<file path="src/rtl/trigger_manager.sv">
// Trigger sequencer: IDLE -> PREPARE -> RUN -> PAUSE -> IDLE, Moore outputs registered with the state.
// Optional PREPARE timeout is compiled in with the TRIGGER_MANAGER_TIMEOUT_EN macro.
module trigger_manager #(
    parameter int unsigned PAUSE_CYCLES   = 2,
    parameter int unsigned TIMEOUT_CYCLES = 16
) (
    input  logic clk,
    input  logic rst_n,
    input  logic trigger,
    input  logic ready,
    input  logic done,
    output logic prepare,
    output logic go,
    output logic pause
`ifdef TRIGGER_MANAGER_TIMEOUT_EN
    ,
    output logic timeout
`endif
);

    typedef enum logic [1:0] {
        S_IDLE    = 2'd0,
        S_PREPARE = 2'd1,
        S_RUN     = 2'd2,
        S_PAUSE   = 2'd3
    } state_t;

    generate
        if (PAUSE_CYCLES < 1 || PAUSE_CYCLES > 255 ||
            TIMEOUT_CYCLES < 1 || TIMEOUT_CYCLES > 65535) begin : g_bad_params
            $error("trigger_manager: parameter out of range");
        end
    endgenerate

    localparam logic [7:0] PAUSE_LOAD = 8'(PAUSE_CYCLES - 1);

    state_t     state;
    logic [7:0] pause_cnt;

`ifdef TRIGGER_MANAGER_TIMEOUT_EN
    localparam logic [15:0] TIMEOUT_LOAD = 16'(TIMEOUT_CYCLES - 1);
    logic [15:0] timeout_cnt;
`endif

    // Outputs are assigned alongside the next state so they always equal the decode of the state register.
    always_ff @(posedge clk or negedge rst_n) begin
        if (!rst_n) begin
            state     <= S_IDLE;
            pause_cnt <= '0;
            prepare   <= 1'b0;
            go        <= 1'b0;
            pause     <= 1'b0;
`ifdef TRIGGER_MANAGER_TIMEOUT_EN
            timeout_cnt <= '0;
            timeout     <= 1'b0;
`endif
        end else begin
            prepare <= 1'b0;
            go      <= 1'b0;
            pause   <= 1'b0;
`ifdef TRIGGER_MANAGER_TIMEOUT_EN
            timeout <= 1'b0;
`endif
            case (state)
                S_IDLE: begin
                    if (trigger) begin
                        state   <= S_PREPARE;
                        prepare <= 1'b1;
`ifdef TRIGGER_MANAGER_TIMEOUT_EN
                        timeout_cnt <= TIMEOUT_LOAD;
`endif
                    end else begin
                        state <= S_IDLE;
                    end
                end
                S_PREPARE: begin
                    // ready wins over both done and an expiring timeout on the same edge
                    if (ready) begin
                        state <= S_RUN;
                        go    <= 1'b1;
                    end else begin
`ifdef TRIGGER_MANAGER_TIMEOUT_EN
                        if (timeout_cnt == '0) begin
                            state     <= S_PAUSE;
                            pause     <= 1'b1;
                            pause_cnt <= PAUSE_LOAD;
                            timeout   <= 1'b1;
                        end else begin
                            state       <= S_PREPARE;
                            prepare     <= 1'b1;
                            timeout_cnt <= timeout_cnt - 16'd1;
                        end
`else
                        state   <= S_PREPARE;
                        prepare <= 1'b1;
`endif
                    end
                end
                S_RUN: begin
                    if (done) begin
                        state     <= S_PAUSE;
                        pause     <= 1'b1;
                        pause_cnt <= PAUSE_LOAD;
                    end else begin
                        state <= S_RUN;
                        go    <= 1'b1;
                    end
                end
                S_PAUSE: begin
                    if (pause_cnt == '0) begin
                        state <= S_IDLE;
                    end else begin
                        state     <= S_PAUSE;
                        pause     <= 1'b1;
                        pause_cnt <= pause_cnt - 8'd1;
                    end
                end
                default: begin
                    state <= S_IDLE;
                end
            endcase
        end
    end

endmodule

</file>
<file path="config.mk">
export PLATFORM = sky130hd
export DESIGN_NAME = trigger_manager
export DESIGN_NICKNAME = d
export VERILOG_FILES = /design/src/rtl/trigger_manager.sv
export SDC_FILE = /design/constraint.sdc
export NUM_CORES = 1
export LEC_CHECK = 0
export ABC_AREA = 0
export BUFFER_PORTS_ARGS = -buffer_cell sky130_fd_sc_hd__buf_2
export CORE_MARGIN = 2
export CORE_UTILIZATION = 55
export CTS_CLUSTER_SIZE = 16
export DETAILED_ROUTE_END_ITERATION = 16
export PLACE_DENSITY = 0.8
export SLEW_MARGIN = 20
export SYNTH_ARGS = -nofsm -noshare
export SYNTH_HDL_FRONTEND = slang
export SYNTH_SLANG_ARGS = --single-unit
</file>
<file path="constraint.sdc">
create_clock -name clk -period 2.66 [get_ports clk]
set_clock_uncertainty 0.05 [all_clocks]
set_input_delay 0.399 -clock clk [delete_from_list [all_inputs] [get_ports clk]]
set_output_delay 0.399 -clock clk [all_outputs]
set_load 0.01 [all_outputs]
</file>
Word level (Yosys, flattened, before mapping)
Index checks and enable logic that the tools add are counted.
- register bits: 13
- bits of input ports: 5
- output and inout port bits: 3
- word-level logic and storage cells: 32
- add/subtract/negate cells: 1
- equal/unequal tests: 5
- multiplexer cells: 17
- reduce and logical (&&, ||, !) cells: 4
- operators with widths (kind ; count):
    $mux W8 ; 2
    $pmux W8 S2 ; 1
    $logic_not A8 Y1 ; 1
    $mux W1 ; 8
    $pmux W2 S4 ; 1
    $sub A8 B1 Y8 const B ; 1
    $pmux W1 S2 ; 3
    $eq A2 B2 Y1 const B ; 2
    $mux W2 ; 2
    $ne A2 B2 Y1 const B ; 2
    $reduce_and A3 Y1 ; 1
    $eq A2 B1 Y1 const B ; 1
    $logic_not A2 Y1 ; 1
    $reduce_bool A2 Y1 ; 1

Depth between registers and ports, before layout
- depth after elaboration: 3
- mapped depth: 7
- gate-level depth less buffers: 6

Worst setup path before layout
Ideal clock, no wire load.
- path type: register to register
- from: register state[0]
- to: register pause_cnt[4]
- setup time: 0.078 ns
- arrival time: 1.741 ns
- required time: 2.532 ns
- setup slack: 0.791 ns
- cell stages (with the launch flop): 8
- buffers on the path: 1
- clock period less this slack: 1.869 ns
- path through: dfrtp_1 -> inv_1 -> ha_1 -> buf_6 -> mux2i_1 -> a311o_1 -> or4_1 -> a21oi_1
- cells in the longest elaborated chain, start to end: 3
- elaborated cells between the ends (all ways): 7
- those cells by class: eq/ne: 4; mux: 1; reduce/logical: 2
- RTL lines (element ; line ; text):
    from (decl) ; 37 ; state_t state;
    from (signal assigned) ; 48 ; state <= S_IDLE;
    from (signal assigned) ; 67 ; state <= S_PREPARE;
    from (signal assigned) ; 73 ; state <= S_IDLE;
    $eq A2 B2 Y1 ; 64 ; case (state)
    $ne A2 B2 Y1 (no source line) or $reduce_bool A2 Y1 (tied branches) ; n/a ;
    $reduce_and A3 Y1 (no source line) ; n/a ;
    to (signal assigned) ; 115 ; pause_cnt <= pause_cnt - 8'd1;
    to (decl) ; 38 ; logic [7:0] pause_cnt;
Parallel ways exist; a longest one is shown, timed or not.
A chain may end at the register's enable or synchronous reset.

Final worst setup path
Same ends and word-level chain as after synthesis.

==> run_results.csv <==
group,metric,value,unit
floorplanning,die_area,1710,µm²
route,viasPerCell,5.93,
pwr,p_clk_share,13.3,%
route,ant_nets,0,
route,vias,623,
clocking,cts_root_buf,"clkbuf_4",
sta,post-route-min-period,2.05,ns
place,hpwl,1160,µm
floorplanning,rows,13,
setup_path,worst-path-buf-inv,1,
pwr,power_frac_seq,39.1,%
setup_path,cp.arrival,2.20,ns
synth,netlist_area,767,µm²
route,dr.pass1.iters,4,
route,route.detailed.drc,0,
layout,utilization,65.0,%
sta,whs,0.282,ns
setup_path,start_kind,"flip-flop",
synth,ys_types,28,
global_route,met3_usage,3.19,%
route,drt-initial-drc-count,20,
pwr,leakage,0.413,nW
global_route,met2_usage,36.7,%
pwr,p_sw_share,42.8,%
pwr,p_int,0.529,mW
sta,hold_viol,0,
pwr,p_comb_share,47.6,%
floorplanning,ios,8,
setup_path,crit_path_end_kind,"flip-flop",
run,max_cap_violations,0,
global_route,grt_max_degree,14,
sta,period_share,76.9,%
clocking,clk_pin_slew,0.08,ns
layout,instances_no_fill,105,
setup_path,slowest_delay,0.42,ns
setup_path,crit_cells,6,
clocking,cts_buffers,3,
global_route,overflow,0,
layout,area_growth_syn_to_layout,10.3,%
layout,n_antenna_cell,0,
synth,yosysTopAreaCell,"dfrtp_1",
setup_path,cp_max_fo,7,
setup_path,crit_required,2.82,ns
setup_path,worst-setup-path-type,"reg2reg",
run_status,status,"finished clean",
clocking,clock_path_buffers,2,
place,gp_congestion,0.768,
synth,syn_avg_cell_area,9.71,µm²
clocking,h-tree-depth,1,
global_route,grt_util_met1,30.0,%
hold_path,min_path_type,"in2reg",
synth,ys_warn_count,0,
layout,drive_above_1_share,12.2,%
sta,setup_ws,0.615,ns
setup_path,slowest_stage,"or4_1",
sta,tightest_slew,0.496,ns
global_route,grt_first_pass_wirelength,2420,µm
synth,synth_top_area_share,42.4,%
hold_path,min_path_cells,2,
floorplanning,start_util,58.9,%
synth,ys_ff_latch,13,
clocking,clkLatencyLatePin,0.28,ns
route,routed_wl,1550,µm
sta,rsz0062_at_grt,"false",
synth,ys_seq_area_share,42.4,%
sta,slew_headroom,66.7,%
pwr,power_density,1090,nW/µm²
global_route,track_usage,22.9,%
synth,synthCells,79,
pwr,vdd_drop_max,0.555,mV
floorplanning,coreArea,1300,µm²
global_route,busiest_layer,"met2",
global_route,antenna_found_initial,0,
place,port_buffers,7,
layout,final_nets,102,
sta,setup_viol,0,
clocking,post-cts-setup-buffers,0,
sta,setup_tns,0,ns
synth,synthTopCellsByArea,"dfrtp_1 (42%), ha_1 (9.8%), a21oi_1 (4.6%), nor2_1 (3.9%), a21o_1 (2.9%)",
place,place_inst,100,
setup_path,critPathTopFamily,"compound AO/OA/AOI/OAI gates",
global_route,grt_pass1_vias,558,
synth,synth_nets,90,
pwr,power_switching,0.396,mW
setup_path,path_cells,"inv_1 -> ha_1 -> mux2i_1 -> a311o_1 -> or4_1 -> a21oi_1",
route,wl_per_cell,14.8,µm
clocking,clock-sinks,13,
floorplanning,fp.dieH,41.3,µm
setup_path,ff2ff_path_depth,6,
sta,final_max_slew_viol_count,0,
floorplanning,die_w,41.3,µm
place,pre_cts_ws,0.619,ns
clocking,tritoncts,"done",
sta,fmax,0.489,GHz
cells in the mapped netlist:
cell type  count
mux2i_1        2
nor2_1         8
nand3b_1       1
or4_1          2
a31oi_1        3
o41ai_1        1
a21o_1         3
nand2b_1       2
buf_6          1
dfrtp_1       13
a311o_1        1
xor2_1         1
nor3b_1        1
a41o_1         2
ha_1           6
or3_1          2
nor2b_1        3
nor4_2         1
nor4_1         1
and2_1         1
o31a_1         1
a21oi_1        7
o31ai_1        1
o21ai_0        3
a22o_1         1
inv_1          6
nor3_1         1
nand2_1        4
power groups by stage:
stage,logic (mW),registers (mW),clock network [mW]
after detailed placement,0.433,0.361,0
after floorplan,0.327,0.355,0
after global routing,0.501,0.373,0.134
after global placement,0.415,0.359,0
final,0.440,0.361,0.123
after CTS,0.439,0.358,0.127
layer usage:
metal | wire [µm] | share of wire [%]
met2 | 745 | 48
met4 | 17 | 1.1
met5 | 0 | 0
met1 | 734 | 47
met3 | 56 | 3.6
stage by stage:
step	instance area, µm²	power (mW)
after global placement	810	0.773
after detailed placement	810	0.795
after CTS	846	0.923
after global routing	846	1.01
final	846	0.925
after floorplan	767	0.682
cell usage in the layout (no fill, tap or decap), types with 3 or more instances in the layout:
master    count
a31oi_1       3
a21o_1        3
nor2_1        8
dfrtp_1      13
nand2_1       4
o21ai_0       3
clkbuf_4      3
ha_1          6
buf_2         7
inv_1         6
nor2b_1       3
a21oi_1       7
worst reg2reg max path: cells and delay by family (launching register included):
| kind | cells | cell delay [ns] |
|---|---|---|
| DFF | 1 | 0.41 |
| muxes | 1 | 0.15 |
| buffers and inverters | 1 | 0.09 |
| and+or+nand+nor | 1 | 0.42 |
| AOI/OAI and AO/OA | 2 | 0.56 |
| adders and majority gates | 1 | 0.30 |
sequential cells by signal, indices dropped and copies added, names as in the netlist:
signal	count
go	1
pause	1
pause_cnt	8
prepare	1
state	2
worst paths after layout:
check,start,to,slack [ns]
setup / recovery,state[0],pause_cnt[4],0.61
hold / removal,trigger,prepare,0.28
setup reg to reg,state[0],pause_cnt[4],0.61
hold reg to reg,pause_cnt[0],pause_cnt[0],0.52
max in group asynchronous,rst_n,pause,1.84
min in group asynchronous,rst_n,pause_cnt[7],0.48
repair_timing:
item / in CTS / in global routing
resized for setup: 0 / 0
hold endpoints to repair: 13 / 0
hold buffers: 1 / 0
layout make-up:
| cell class | count | area (µm²) |
|---|---|---|
| inverters | 6 | 22.5 |
| well taps | 15 | 18.8 |
| multi-input cells | 59 | 408 |
| fillers | 109 | 455 |
| repair buffers | 8 | 45.0 |
| flip-flops and latches | 13 | 325 |
| clock buffers | 4 | 26.3 |
kinds of logic (layout without fill, tap and decap cells):
logic type	Yosys count	after routing	share of synthesized area, %
flip-flops	13	13	42.4
AO/OA/AOI/OAI	23	23	20.2
buffers and inverters	7	18	4.40
AND/OR/NAND/NOR	27	27	19.4
XOR/XNOR	1	1	1.14
adder cells (fa/ha/maj)	6	6	9.79
multiplexers	2	2	2.61
No activity file was read; power rests on OpenSTA's default activity.
